===== src/rtl/tinyalu_pkg.sv =====
// Shared TinyALU types.
//   operation_t    : 3-bit ALU opcode (101/110 are unused encodings)
//   alu_cmd_t      : one queued command {op, a, b}
//   issuer_state_e : state of the command issuer FSM
package tinyalu_pkg;

  typedef enum logic [2:0] {
    NO_OP  = 3'b000,
    ADD_OP = 3'b001,
    AND_OP = 3'b010,
    XOR_OP = 3'b011,
    MUL_OP = 3'b100,
    RST_OP = 3'b111
  } operation_t;

  typedef struct packed {
    operation_t  op;
    logic [7:0]  a;
    logic [7:0]  b;
  } alu_cmd_t;

  typedef enum logic [2:0] {
    S_IDLE = 3'd0,
    S_EXEC = 3'd1,
    S_NOP  = 3'd2,
    S_RST  = 3'd3,
    S_RSP  = 3'd4
  } issuer_state_e;

endpackage


===== src/rtl/tinyalu_cmd_fifo.sv =====
// Synchronous FIFO of alu_cmd_t.
// Ports:
//   clk, reset            : clock, asynchronous active-high reset
//   push, push_data       : write one entry (ignored when full)
//   pop, pop_data         : pop_data shows the head; pop removes it (ignored when empty)
//   full, empty           : occupancy flags
// DEPTH must be a power of two so the pointers wrap by plain overflow.
module tinyalu_cmd_fifo
  import tinyalu_pkg::*;
#(
  parameter int DEPTH = 4
) (
  input  logic     clk,
  input  logic     reset,
  input  logic     push,
  input  alu_cmd_t push_data,
  input  logic     pop,
  output alu_cmd_t pop_data,
  output logic     full,
  output logic     empty
);

  localparam int AW = $clog2(DEPTH);

  alu_cmd_t        mem [DEPTH];
  logic [AW-1:0]   wr_ptr;
  logic [AW-1:0]   rd_ptr;
  logic [AW:0]     count;
  logic            do_push;
  logic            do_pop;

  assign full     = (count == (AW + 1)'(DEPTH));
  assign empty    = (count == '0);
  assign do_push  = push && !full;
  assign do_pop   = pop && !empty;
  assign pop_data = mem[rd_ptr];

  always_ff @(posedge clk) begin
    if (do_push) begin
      mem[wr_ptr] <= push_data;
    end
  end

  always_ff @(posedge clk or posedge reset) begin
    if (reset) begin
      wr_ptr <= '0;
      rd_ptr <= '0;
      count  <= '0;
    end else begin
      if (do_push) wr_ptr <= wr_ptr + 1'b1;
      if (do_pop)  rd_ptr <= rd_ptr + 1'b1;
      case ({do_push, do_pop})
        2'b10:   count <= count + 1'b1;
        2'b01:   count <= count - 1'b1;
        default: count <= count;
      endcase
    end
  end

endmodule


===== src/rtl/tinyalu_cmd_issuer.sv =====
// TinyALU command issuer: queues ALU commands and drives the ALU start/op/A/B
// handshake, one command in flight at a time, one in-order response per command.
// Ports:
//   clk, reset                       : clock, asynchronous active-high reset
//   cmd_valid/cmd_ready/op/a/b       : command input
//   alu_start/op/a/b, alu_reset_n    : registered drive to the ALU
//   alu_done, alu_result             : ALU completion
//   rsp_valid/rsp_ready/op/result/err: registered response output
//   state_dbg                        : current FSM state
// Handshakes: a transfer happens on the posedge where valid && ready are both
// high; a producer holds valid and its payload stable until that edge, and a
// consumer may raise or drop ready at any time.
// Build option TINYALU_ISSUER_TIMEOUT_EN: abandon a command whose alu_done does
// not arrive within TIMEOUT_CYC cycles and report it with rsp_err=1.
module tinyalu_cmd_issuer
  import tinyalu_pkg::*;
#(
  parameter int DEPTH       = 4,
  parameter int TIMEOUT_CYC = 16
) (
  input  logic          clk,
  input  logic          reset,
  input  logic          cmd_valid,
  output logic          cmd_ready,
  input  logic [2:0]    cmd_op,
  input  logic [7:0]    cmd_a,
  input  logic [7:0]    cmd_b,
  output logic          alu_start,
  output logic [2:0]    alu_op,
  output logic [7:0]    alu_a,
  output logic [7:0]    alu_b,
  output logic          alu_reset_n,
  input  logic          alu_done,
  input  logic [15:0]   alu_result,
  output logic          rsp_valid,
  input  logic          rsp_ready,
  output logic [2:0]    rsp_op,
  output logic [15:0]   rsp_result,
  output logic          rsp_err,
  output issuer_state_e state_dbg
);

  if ((DEPTH < 2) || ((DEPTH & (DEPTH - 1)) != 0)) begin : g_depth_bad
    $error("DEPTH must be a power of two and at least 2");
  end
  if (TIMEOUT_CYC < 1) begin : g_timeout_bad
    $error("TIMEOUT_CYC must be at least 1");
  end

  issuer_state_e state_q, state_d;
  alu_cmd_t      push_cmd, head;
  logic          fifo_full, fifo_empty, fifo_pop, avail_q, issue, tmo_hit;

  logic          alu_start_d, alu_reset_n_d, rsp_valid_d, rsp_err_d;
  logic [2:0]    alu_op_d, rsp_op_d;
  logic [7:0]    alu_a_d, alu_b_d;
  logic [15:0]   rsp_result_d;

  assign cmd_ready = !fifo_full && !reset;
  assign push_cmd  = '{op: operation_t'(cmd_op), a: cmd_a, b: cmd_b};
  assign state_dbg = state_q;

  tinyalu_cmd_fifo #(.DEPTH(DEPTH)) u_fifo (
    .clk       (clk),
    .reset     (reset),
    .push      (cmd_valid && cmd_ready),
    .push_data (push_cmd),
    .pop       (fifo_pop),
    .pop_data  (head),
    .full      (fifo_full),
    .empty     (fifo_empty)
  );

  // avail_q delays issue by one cycle after a command lands, so a command
  // written at edge N starts the ALU no earlier than edge N+2.
  always_ff @(posedge clk or posedge reset) begin
    if (reset) avail_q <= 1'b0;
    else       avail_q <= !fifo_empty;
  end

  assign issue    = (state_q == S_IDLE) && avail_q && !fifo_empty && !rsp_valid;
  assign fifo_pop = issue;

`ifdef TINYALU_ISSUER_TIMEOUT_EN
  localparam int CW = $clog2(TIMEOUT_CYC + 1);
  logic [CW-1:0] tmo_cnt;

  always_ff @(posedge clk or posedge reset) begin
    if (reset)                  tmo_cnt <= '0;
    else if (state_q == S_EXEC) tmo_cnt <= tmo_cnt + 1'b1;
    else                        tmo_cnt <= '0;
  end

  // A done on the expiry edge is a normal completion.
  assign tmo_hit = (state_q == S_EXEC) && !alu_done && (tmo_cnt == CW'(TIMEOUT_CYC - 1));
`else
  assign tmo_hit = 1'b0;
`endif

  // State and output registers.
  always_ff @(posedge clk or posedge reset) begin
    if (reset) begin
      state_q     <= S_IDLE;
      alu_start   <= 1'b0;
      alu_op      <= NO_OP;
      alu_a       <= '0;
      alu_b       <= '0;
      alu_reset_n <= 1'b0;
      rsp_valid   <= 1'b0;
      rsp_op      <= '0;
      rsp_result  <= '0;
      rsp_err     <= 1'b0;
    end else begin
      state_q     <= state_d;
      alu_start   <= alu_start_d;
      alu_op      <= alu_op_d;
      alu_a       <= alu_a_d;
      alu_b       <= alu_b_d;
      alu_reset_n <= alu_reset_n_d;
      rsp_valid   <= rsp_valid_d;
      rsp_op      <= rsp_op_d;
      rsp_result  <= rsp_result_d;
      rsp_err     <= rsp_err_d;
    end
  end

  // Next state.
  always_comb begin
    state_d = state_q;
    case (state_q)
      S_IDLE: begin
        if (issue) begin
          case (head.op)
            ADD_OP, AND_OP, XOR_OP, MUL_OP: state_d = S_EXEC;
            NO_OP:                          state_d = S_NOP;
            RST_OP:                         state_d = S_RST;
            default:                        state_d = S_RSP;
          endcase
        end
      end
      S_EXEC:  if (alu_done || tmo_hit) state_d = S_RSP;
      S_NOP:   state_d = S_RSP;
      S_RST:   state_d = S_RSP;
      S_RSP:   if (rsp_valid && rsp_ready) state_d = S_IDLE;
      default: state_d = S_IDLE;
    endcase
  end

  // Next values of the registered outputs.
  always_comb begin
    alu_start_d   = alu_start;
    alu_op_d      = alu_op;
    alu_a_d       = alu_a;
    alu_b_d       = alu_b;
    alu_reset_n_d = 1'b1;  // only an issued rst_op pulls it low, for one cycle
    rsp_valid_d   = rsp_valid;
    rsp_op_d      = rsp_op;
    rsp_result_d  = rsp_result;
    rsp_err_d     = rsp_err;
    case (state_q)
      S_IDLE: begin
        if (issue) begin
          alu_op_d     = head.op;
          alu_a_d      = head.a;
          alu_b_d      = head.b;
          rsp_op_d     = head.op;
          rsp_result_d = '0;
          rsp_err_d    = 1'b0;
          case (head.op)
            ADD_OP, AND_OP, XOR_OP, MUL_OP, NO_OP: alu_start_d = 1'b1;
            RST_OP: begin
              alu_start_d   = 1'b0;
              alu_reset_n_d = 1'b0;
            end
            default: rsp_valid_d = 1'b1;  // unused opcode: answer at once
          endcase
        end
      end
      S_EXEC: begin
        if (alu_done) begin
          alu_start_d  = 1'b0;
          rsp_result_d = alu_result;
          rsp_valid_d  = 1'b1;
        end else if (tmo_hit) begin
          alu_start_d  = 1'b0;
          rsp_result_d = '0;
          rsp_err_d    = 1'b1;
          rsp_valid_d  = 1'b1;
        end
      end
      S_NOP: begin
        alu_start_d = 1'b0;
        rsp_valid_d = 1'b1;
      end
      S_RST: begin
        rsp_valid_d = 1'b1;
      end
      S_RSP: begin
        if (rsp_valid && rsp_ready) rsp_valid_d = 1'b0;
      end
      default: ;
    endcase
  end

endmodule


===== config.mk =====
export PLATFORM = sky130hd
export DESIGN_NAME = tinyalu_cmd_issuer
export DESIGN_NICKNAME = d
export VERILOG_FILES = /design/src/rtl/tinyalu_pkg.sv /design/src/rtl/tinyalu_cmd_fifo.sv /design/src/rtl/tinyalu_cmd_issuer.sv
export SDC_FILE = /design/constraint.sdc
export NUM_CORES = 1
export LEC_CHECK = 0
export ABC_AREA = 0
export CAP_MARGIN = 10
export CORE_MARGIN = 1.5
export CORE_UTILIZATION = 40
export CTS_CLUSTER_SIZE = 25
export DETAILED_ROUTE_END_ITERATION = 12
export HOLD_SLACK_MARGIN = 0.1
export PLACE_DENSITY = 0.72
export SETUP_SLACK_MARGIN = 0.5
export SYNTH_ARGS = -nofsm -noshare
export SYNTH_HDL_FRONTEND = slang
export SYNTH_SLANG_ARGS = --single-unit

===== constraint.sdc =====
create_clock -name clk -period 3.4 [get_ports clk]
set_input_delay 0.51 -clock clk [delete_from_list [all_inputs] [get_ports clk]]
set_output_delay 0.51 -clock clk [all_outputs]
set_load 0.05 [all_outputs]

==> results.ini, run 1 <==
[run_status]
outcome=finished, final reports clean

[timing]
finClkSkew_ns=0.0104
hold_viol_final=0
finalSetupTns_ns=0
rsz0062_at_grt=no
clock.fmax_mhz=380
final.period_utilization=0.775
maxSlewHeadroom=0.573
setup_ws_ns=0.765
tightest_slew_ns=0.635
fin_crit_ns=2.63
slew_viol_final=0
finalSetupViolCount=0

[worst_setup_path]
cp-start-kind=input pin
critPathRequiredTime_ns=2.89
worstSetupPathType=in -> out
cp_max_fo=6
end_kind=output port
worstPathArrival_ns=2.12

[global_routing]
grt_overflow_total=0
grt_antenna_before_repair=0
grt_max_degree=42
grt_usage=0.153
grt_pass1_wl_um=14800
grt_pass1_vias=2935

[clock_network]
cts_buffer_depth=2
cts_setup_buffers=0
root_buffer=clkbuf_16
clock_sinks=125
cts_buffers=17
postCtsHoldBufs=0
ctsResizeCount=0
htree_num_levels=4
cts_tree=yes
worstSkewPairLatency_ns=0.41
clkTransAtPathRegs_ns=0.06

[flow_run]
maxCapViolCount=0

[power]
peakVddDrop_uv=836
powerDensity_nw_per_um2=1040
p_leak_nw=2.40

[synth]
synth-simple-area-share=0.0569
synthAdderAreaFrac=0.0168
synth.area.mux_share=0.140
synth_edf_count=76
synth_area_leaders=edfxtp_1 46%, dfrtp_1 25%, mux4_2 5.5%
synthFlopType=edfxtp_1
ys_warn_count=0
ys_seq_elements=125
synth_fp_nets=338
async_reset_ff_frac=0.392
synth_compound_area_frac=0.0361
yosysTopAreaCell=edfxtp_1
synth_top_area_frac=0.463
syn-cell-area_um2=4930
synth-xor-area-share=0.0124
synth_top_family_by_area=multiplexers
netlist_instances=292
synth-seq-area-share=0.712
synth_area_per_cell_um2=16.9
yosysUniqueCellTypes=38

[routing]
drt_iter0_drc=115
wl_um=9300
drc=0
wire_per_inst_um=17.0
via_per_inst=5.07
first_pass_iters=4
drtAntennaViolNets=0
via_count=2772

[floorplanning]
die_w_um=114
fp.coreArea_um2=12000
fp.dieArea_um2=13000
start_util=0.410
placementRows=40
ios=86
die_h_um=114

[layout]
antennaDiodeCount=0
design_area_um2=6460
layout_common_cells=84 x clkdlybuf4s50_1, 76 x edfxtp_1, 49 x dfrtp_1
finish.utilization=0.538
nets=433
fill_cells=996
drive_above_1_share=0.175
final_common_cell=clkdlybuf4s50_1
syn2layout_area_growth_pct=31.2

[placed_design]
hpwl_um=5920
io_buffers=84
pre_cts_ws_ns=0.662
dpl_cell_area_um2=5920
gp_congestion=0.786

[hold_path]
hp-class=in -> async

final timing paths:
check,start,endpoint,slack [ns],depth (start not counted)
worst min register to register,u_fifo.count[2]$_DFFE_PP0P_,u_fifo.count[2]$_DFFE_PP0P_,0.50,1
worst max-delay path,reset,cmd_ready,0.77,3
worst min-delay path,reset,rsp_result[15]$_DFFE_PP0P_,0.43,2
max in group asynchronous,reset,alu_b[0]$_DFFE_PP0P_,2.18,3
min in group clk,u_fifo.count[2]$_DFFE_PP0P_,u_fifo.count[2]$_DFFE_PP0P_,0.50,1
worst max register to register,u_fifo.count[0]$_DFFE_PP0P_,u_fifo.count[2]$_DFFE_PP0P_,1.10,7
power breakdown:
group          total [W]  switching, W  internal (W)
Combinational    0.00281       0.00169       0.00112
Sequential       0.00225      0.000233       0.00201
Clock            0.00166      0.000660       0.00100
Total            0.00672       0.00258       0.00414
final cells by class:
type                    instances  area, um^2  share of cell area
clock buffers                  18         429              0.0664
clock inverters                14         119              0.0184
inverters                       7        26.3             0.00407
multi-input cells             144        1300               0.201
flip-flops and latches        125        3510               0.543
well taps                     147         184              0.0285
repair buffers                 92         901               0.139
routing by layer:
layer  vias up  routed length [um]  global-route usage
met5         -                   0                   0
met4         0                 153              0.0750
met3        13                 493              0.0388
met2        83                4770               0.265
met1      1391                3880               0.179
li1       1285                   -                   -
kinds of logic after synthesis:
group | after synthesis
compound gates | 30
flops | 125
xor+xnor | 7
mux | 40
other cells | 1
buf+inv | 23
simple gates | 60
fa+ha+maj | 6
registers in the layout, summed over array words and instances, names as in the netlist:
register,count
alu_reset_n,1
rsp_op,3
state_dbg,3
alu_b,8
alu_a,8
u_fifo.mem,76
alu_start,1
rsp_result,16
u_fifo.count,3
avail_q,1
u_fifo.rd_ptr,2
rsp_valid,1
u_fifo.wr_ptr,2
critical path, stage by stage:
cell and delay (ns):
clkdlybuf4s50_1 0.44, a21oi_1 0.30, clkdlybuf4s50_1 0.87
stage by stage:
step                      total power, W  instances  hold slack (ns)
after detailed placement         0.00512        515            0.486
after global routing             0.00706        547            0.445
final                            0.00672        547            0.426
after floorplan                  0.00428        292            0.464
after global placement           0.00505        515            0.489
after CTS                        0.00681        547            0.431
Yosys cell counts, drive strengths merged (2+ instances only):
cell / instances
nand2b: 2
a21oi: 3
clkbuf: 4
xor2: 3
and2: 2
o21ai: 18
ha: 5
mux4: 19
buf: 12
inv: 7
nor2: 4
a21boi: 2
nand3: 2
nand2: 39
mux2: 21
xnor2: 4
and3: 5
edfxtp: 76
dfrtp: 49
Power figures use the tool's default switching activity.
==> run 2, diff against run 1 <==
==> constraint.sdc (replaced) <==
create_clock -name clk -period 2.7 [get_ports clk]
set_input_delay 0.405 -clock clk [delete_from_list [all_inputs] [get_ports clk]]
set_output_delay 0.405 -clock clk [all_outputs]
set_load 0.05 [all_outputs]
==> run 2 against run 1 <==
Compared with the run above: cell count increased by 0.18%; die area unchanged; worst hold slack improved by 0.031 ns; global-route usage increased by 0.50 points; combinational power increased by 27%; clock skew decreased by 0.0014 ns; critical path depth decreased by 2; via count increased by 0.54%; clock power increased by 40%; critical path type is now reg -> out; largest cell class unchanged; largest power group unchanged.
==> results.ini, run 2 (same netlist as run 1, synthesis figures left out) <==
[run_status]
outcome=finished, final reports clean

[layout]
drive_above_1_share=0.212
layout_common_cells=82 x clkdlybuf4s50_1, 76 x edfxtp_1, 44 x dfrtp_1
syn2layout_area_growth_pct=33.6
antennaDiodeCount=0
largest_register_ffs=76
top_register=u_fifo.mem
top_regs=u_fifo.mem (76), rsp_result (16)
final_common_cell=clkdlybuf4s50_1
nets=435

[timing]
clock.fmax_mhz=475
fin_crit_ns=2.10
rsz0062_at_grt=no
hold_viol_final=0
finClkSkew_ns=0.00901
finalSetupViolCount=0
maxSlewHeadroom=0.632
final.period_utilization=0.780
finalSetupTns_ns=0
slew_viol_final=0
tightest_slew_ns=0.551

[power]
peakVddDrop_uv=690
p_leak_nw=2.45
powerDensity_nw_per_um2=1330
power_w=0.00877

[placed_design]
hpwl_um=5960
io_buffers=84
gp_congestion=0.742

[clock_network]
cts_buffer_depth=2
clkTransAtPathRegs_ns=0.06
root_buffer=clkbuf_16
ctsResizeCount=2
cts_setup_buffers=0
clock_sinks=125
htree_num_levels=4
postCtsHoldBufs=0
cts_tree=yes
cts_buffers=17
worstSkewPairLatency_ns=0.40

[floorplanning]
fp.dieArea_um2=13000
ios=86
start_util=0.410
fp.coreArea_um2=12000
die_h_um=114
placementRows=40
die_w_um=114

[worst_setup_path]
reg2reg_slack_ns=0.66
worstReg2RegEnd=alu_a[6]$_DFFE_PP0P_
critPathRequiredTime_ns=2.30
reg2reg_from=u_fifo.count[2]$_DFFE_PP0P_
cp_max_fo=11
crit_slowest_cell=clkdlybuf4s50_1
worstPathArrival_ns=1.70
cp_top_family=buffers and inverters
crit_chain=clkdlybuf4s50_1
end_kind=output port
cp-start-kind=flop
rr_worst_depth=5
slowest_delay_ns=0.85
path_buf_inv=1
worstSetupPathType=reg -> out

[global_routing]
grt_usage=0.158
grt_pass1_vias=2943
grt_max_degree=42
grt_overflow_total=0
grt_antenna_before_repair=0
grt_pass1_wl_um=15200

[routing]
first_pass_iters=4
drtAntennaViolNets=0
drc=0
via_per_inst=5.09
drt_iter0_drc=160
wire_per_inst_um=17.1
wl_um=9370
via_count=2787

[flow_run]
maxCapViolCount=0

[hold_path]
hp-class=in -> async

-- run 2: changes by cell type in the layout (fill, tap and decap cells not counted), moves of 2 or more --
| cell | before | now |
|---|---|---|
| bufinv_16 | 1 | 3 |
| clkdlybuf4s50_1 | 84 | 82 |
| clkinv_2 | 2 | 0 |
| clkinv_1 | 3 | 0 |
| buf_4 | 8 | 10 |
| inv_6 | 3 | 6 |
| dfrtp_1 | 49 | 44 |
| dfrtp_2 | 0 | 5 |
-- run 2: through the flow --
| stage | instances | setup slack [ns] | area (um^2) | util | hold slack, ns |
|---|---|---|---|---|---|
| 4_1_cts | 548 | 0.576 | 6580 | 0.548 | 0.468 |
| 2_1_floorplan | 292 | 0.445 | 4970 | - | 0.504 |
| 6_report | 548 | 0.595 | 6580 | 0.548 | 0.457 |
| 3_3_place_gp | 517 | 0.281 | 5970 | 0.497 | 0.489 |
| 5_1_grt | 548 | 0.511 | 6580 | 0.548 | 0.499 |
| 3_5_place_dp | 517 | 0.216 | 5970 | 0.497 | 0.497 |
-- run 2: worst max path at each step --
stage | cells after the start | start | slack (ns) | to
after floorplan | 7 | state_dbg[0]$_DFFE_PP0P_ | 0.45 | u_fifo.count[1]$_DFFE_PP0P_
final | 1 | state_dbg[0]$_DFFE_PP0P_ | 0.60 | state_dbg[0]
after global routing | 4 | u_fifo.rd_ptr[0]$_DFFE_PP0P_ | 0.51 | alu_start$_DFFE_PP0P_
after detailed placement | 9 | reset | 0.22 | u_fifo.count[2]$_DFFE_PP0P_
after global placement | 9 | reset | 0.28 | u_fifo.count[2]$_DFFE_PP0P_
after CTS | 9 | u_fifo.count[0]$_DFFE_PP0P_ | 0.58 | u_fifo.count[2]$_DFFE_PP0P_
-- run 2: area by class of cell --
class | count | area (um^2)
clock buffer | 17 | 425
clock inverter | 14 | 183
fill | 972 | 5430
inverter | 7 | 26.3
multi-input combinational | 144 | 1330
sequential | 125 | 3510
tap | 147 | 184
timing repair buffer | 94 | 925
-- run 2: power breakdown --
part	switching, W	internal, W
Sequential	0.000337	0.00254
Combinational	0.00210	0.00146
Clock	0.000863	0.00147
-- run 2: metal layers --
layer / up-vias / wire length (um) / global-route usage
li1: 1286 / - / -
met3: 8 / 611 / 0.0494
met1: 1384 / 3930 / 0.196
met2: 109 / 4750 / 0.261
met5: - / 0 / 0
met4: 0 / 80 / 0.0625
